[src/rtl/rgb_arbiter.sv]
// Fixed-priority RGB source arbiter: grants one of three colour sources and
// keeps the grant for a minimum number of enabled cycles before re-arbitrating.
module rgb_arbiter #(
  parameter int unsigned HOLD_CYCLES   = 4800000,
  parameter int unsigned CNT_W         = 26,
  parameter logic [23:0] DEFAULT_COLOR = 24'h000000
) (
  input  logic        clk,
  input  logic        rst,
  input  logic        en,
  input  logic [2:0]  req,
  input  logic [23:0] color0,
  input  logic [23:0] color1,
  input  logic [23:0] color2,
  output logic [2:0]  grant,
  output logic [23:0] out,
  output logic        busy
);

  localparam int unsigned COLOR_W = 24;
  localparam int unsigned REQ_W   = 3;
  localparam logic [CNT_W-1:0] RELOAD = CNT_W'(HOLD_CYCLES - 1);

  typedef enum logic {
    IDLE = 1'b0,
    HOLD = 1'b1
  } state_e;

  state_e             state_q, state_d;
  logic [CNT_W-1:0]   cnt_q, cnt_d;
  logic [REQ_W-1:0]   grant_q, grant_d;
  logic [COLOR_W-1:0] out_q, out_d;
  logic               busy_q, busy_d;
  logic [REQ_W-1:0]   pick_c;

  // Lowest-index request wins.
  always_comb begin
    pick_c = '0;
    if (req[0])      pick_c = 3'b001;
    else if (req[1]) pick_c = 3'b010;
    else if (req[2]) pick_c = 3'b100;
  end

  always_comb begin
    state_d = state_q;
    cnt_d   = cnt_q;
    grant_d = grant_q;
    case (state_q)
      IDLE: begin
        if (req != '0) begin
          state_d = HOLD;
          grant_d = pick_c;
          cnt_d   = RELOAD;
        end else begin
          grant_d = '0;
        end
      end
      HOLD: begin
        if (en) begin
          if (cnt_q != '0) begin
            cnt_d = cnt_q - CNT_W'(1);
          end else if (req != '0) begin
            grant_d = pick_c;
            cnt_d   = RELOAD;
          end else begin
            state_d = IDLE;
            grant_d = '0;
          end
        end
      end
      default: begin
        state_d = IDLE;
        grant_d = '0;
        cnt_d   = '0;
      end
    endcase
  end

  // Output colour follows the grant that will be in effect after this edge.
  always_comb begin
    out_d  = DEFAULT_COLOR;
    busy_d = (grant_d != '0);
    case (grant_d)
      3'b001:  out_d = color0;
      3'b010:  out_d = color1;
      3'b100:  out_d = color2;
      default: out_d = DEFAULT_COLOR;
    endcase
  end

  always_ff @(posedge clk) begin
    if (rst) begin
      state_q <= IDLE;
      cnt_q   <= '0;
      grant_q <= '0;
      out_q   <= DEFAULT_COLOR;
      busy_q  <= 1'b0;
    end else begin
      state_q <= state_d;
      cnt_q   <= cnt_d;
      grant_q <= grant_d;
      out_q   <= out_d;
      busy_q  <= busy_d;
    end
  end

  assign grant = grant_q;
  assign out   = out_q;
  assign busy  = busy_q;

endmodule

[config.mk]
export PLATFORM = sky130hd
export DESIGN_NAME = rgb_arbiter
export DESIGN_NICKNAME = d
export VERILOG_FILES = /design/src/rtl/rgb_arbiter.sv
export SDC_FILE = /design/constraint.sdc
export NUM_CORES = 1
export LEC_CHECK = 0
export CAP_MARGIN = 5
export CORE_MARGIN = 5
export CORE_UTILIZATION = 43
export DETAILED_ROUTE_END_ITERATION = 8
export HOLD_SLACK_MARGIN = 0.12
export PLACE_DENSITY = 0.8
export SLEW_MARGIN = 25
export SYNTH_ARGS = -nofsm -noshare
export SYNTH_HDL_FRONTEND = slang
export SYNTH_SLANG_ARGS = --single-unit
[constraint.sdc]
create_clock -name clk -period 3.15 [get_ports clk]
set_input_delay 0.63 -clock clk [delete_from_list [all_inputs] [get_ports clk]]
set_output_delay 0.63 -clock clk [all_outputs]
set_load 0.02 [all_outputs]
==> flow_summary.toml <==
[floorplanning]
dieArea_um2 = 7859
rows = 28
start_util_pct = 44.66
die_h_um = 88.65
core_area_um2 = 5956
die_x_um = 88.65
ios = 106

[finish]
diodes = 0
layout_commonest_cell = "clkdlybuf4s50_1"
mostFrequentLayoutCells = "clkdlybuf4s50_1 (105), dfxtp_1 (55), nor2_1 (35)"
syn2layout_area_growth_pct = 48.31
nets = 474
drive_gt1_share_pct = 13.13
final_util_pct = 66.24
instances_no_fill = 471

[cts]
cts.path.max_buffers = 2
worstSkewPairLatency_ns = 0.32
post_cts_buffers = 0
cts-htree-levels = 2
cts_resized = 0
cts-root-buf = "clkbuf_8"
clock-sinks = 55
ctsHoldBuffers = 0
cts-buffers-inserted = 5
path_clk_slew_ns = 0.10
cts_tree = "yes"

[yosys]
synthArstFlopShare_pct = 0
synth_edf_count = 0
avgSynthCellArea_um2 = 9.268
ys_seq_area_share_pct = 41.39
ys.flop_type = "dfxtp_1"
yosysWarningCount = 0
synth.cell_area_um2 = 2660
ys_ff_latch = 55
syn-num-nets = 366
netlist_instances = 287
ys_types = 54

[setup_path]
crit_path_frequent_cell = "buf_4"
timing.critical_path.slowest_stage_cell = "clkdlybuf4s50_1"
worstPathArrival_ns = 3.02
max_stage_delay_ns = 0.49
worst-setup-path-type = "primary input to flop"
cp.required_ns = 3.36
critPathMaxFanout = 18
worstPathCellList = "clkdlybuf4s50_1 > nor4b_1 > nand4_1 > o21a_1 > buf_4 > mux2_4 > o31ai_4 > buf_4 > nor2_2"
end_kind = "flop"
cp-start-kind = "primary input"

[run]
drv_cap = 0

[grt]
antenna_found_initial = 0
grt_overflow = 0
grt_use_total_pct = 21.12
grt_pass1_wl_um = 13000
grt_pass1_vias = 2777
grt_max_degree = 31

[min_path]
hold_path_class = "flop to flop"

[route]
drt_iter0_drc = 336
wl_um = 8220
ant_nets = 0
routedWlPerCell_um = 17.45
vias = 2835
via_per_inst = 6.019
drt_pass1_iterations = 6
drc = 0

[sta]
maxSlewHeadroom_pct = 45.21
hold_viol_final = 0
fmax_ghz = 0.3553
slew_viol_final = 0
tightest_slew_ns = 0.8047
setup_violations = 0
post-route-period-util_pct = 89.35
min_period_ns = 2.815
rsz0062_at_grt = "no"
finalClockSkew_ns = 0.005183

[placed_design]
dp_hpwl_um = 6160
gp_congestion = 0.8968
port_buffers = 105
dpl.cell_count = 463

[pwr]
p_per_area_nw_per_um2 = 427.4
total_power_uw = 1686
vdd_drop_max_mv = 0.2471
p_leak_uw = 0.001390

[outcome]
status = "complete, no violations"
registers in the layout (all words and copies together), names as in the netlist:
name,count
cnt_q,26
grant,3
state_q,1
out,24
busy,1
power by group:
group | switching (uW) | internal, uW
clock network | 234 | 258
logic | 196 | 218
registers | 43.3 | 737
total | 474 | 1210
metal layers:
layer  part of all wire, %  vias to the layer above  GRT usage, %
li1                      -                     1344             -
met1                    38                     1346         24.63
met2                    51                      127         35.36
met3                   9.0                       18         7.542
met4                   2.1                        0         8.104
met5                     0                        -             0
path summary, 6_finish.rpt:
path | from | endpoint | slack, ns | depth (start not counted)
max reg2reg | cnt_q[0] | cnt_q[7] | 0.42 | 10
max | en | out[3] | 0.34 | 9
min reg2reg | cnt_q[25] | cnt_q[25] | 0.51 | 2
min | cnt_q[25] | cnt_q[25] | 0.51 | 2
worst max-delay path: cells and delay by family:
family                 cells  cell delay, ns
buffers and inverters      3            0.92
and+or+nand+nor            3            0.48
AOI/OAI and AO/OA          2            0.58
muxes                      1            0.40
per-stage QoR:
step | instance area, um^2 | setup TNS (ns) | hold slack (ns) | worst slack (ns)
2_1_floorplan | 2660 | 0 | 0.4571 | 0.7840
3_3_place_gp | 3807 | -4.251 | 0.4742 | -0.1930
5_1_grt | 3945 | 0 | 0.5297 | 0.1403
3_5_place_dp | 3825 | 0 | 0.4921 | 0.01055
6_report | 3945 | 0 | 0.5104 | 0.3354
4_1_cts | 3943 | 0 | 0.5048 | 0.3338
area by class of cell:
class / count / area [um^2]
clock inverters: 2 / 35.03
flip-flops and latches: 55 / 1101
multi-input cells: 207 / 1450
well taps: 75 / 93.84
repair buffers: 119 / 1156
clock buffers: 6 / 82.58
inverters: 7 / 26.28
fillers: 502 / 2011
cells in the mapped netlist (all sizes together) (6+ instances only):
cell | n | area, um^2
a21oi | 20 | 100.1
a222oi | 24 | 240.2
a311oi | 10 | 87.58
buf | 8 | 65.06
clkbuf | 10 | 37.54
dfxtp | 55 | 1101
inv | 7 | 26.28
nand2 | 11 | 41.29
nor2 | 46 | 197.7
nor3 | 12 | 70.07
o21ai | 13 | 65.06
or4 | 6 | 48.80
logic make-up after synthesis:
family / Yosys count / share of synthesized area [%]
compound gates: 93 / 27.52
xor+xnor: 2 / 0.6586
fa+ha+maj: 1 / 0.4703
buf+inv: 25 / 4.845
flops: 55 / 41.39
mux: 4 / 1.976
simple gates: 107 / 23.14
Note: power is estimated with default switching activity, not from simulation.
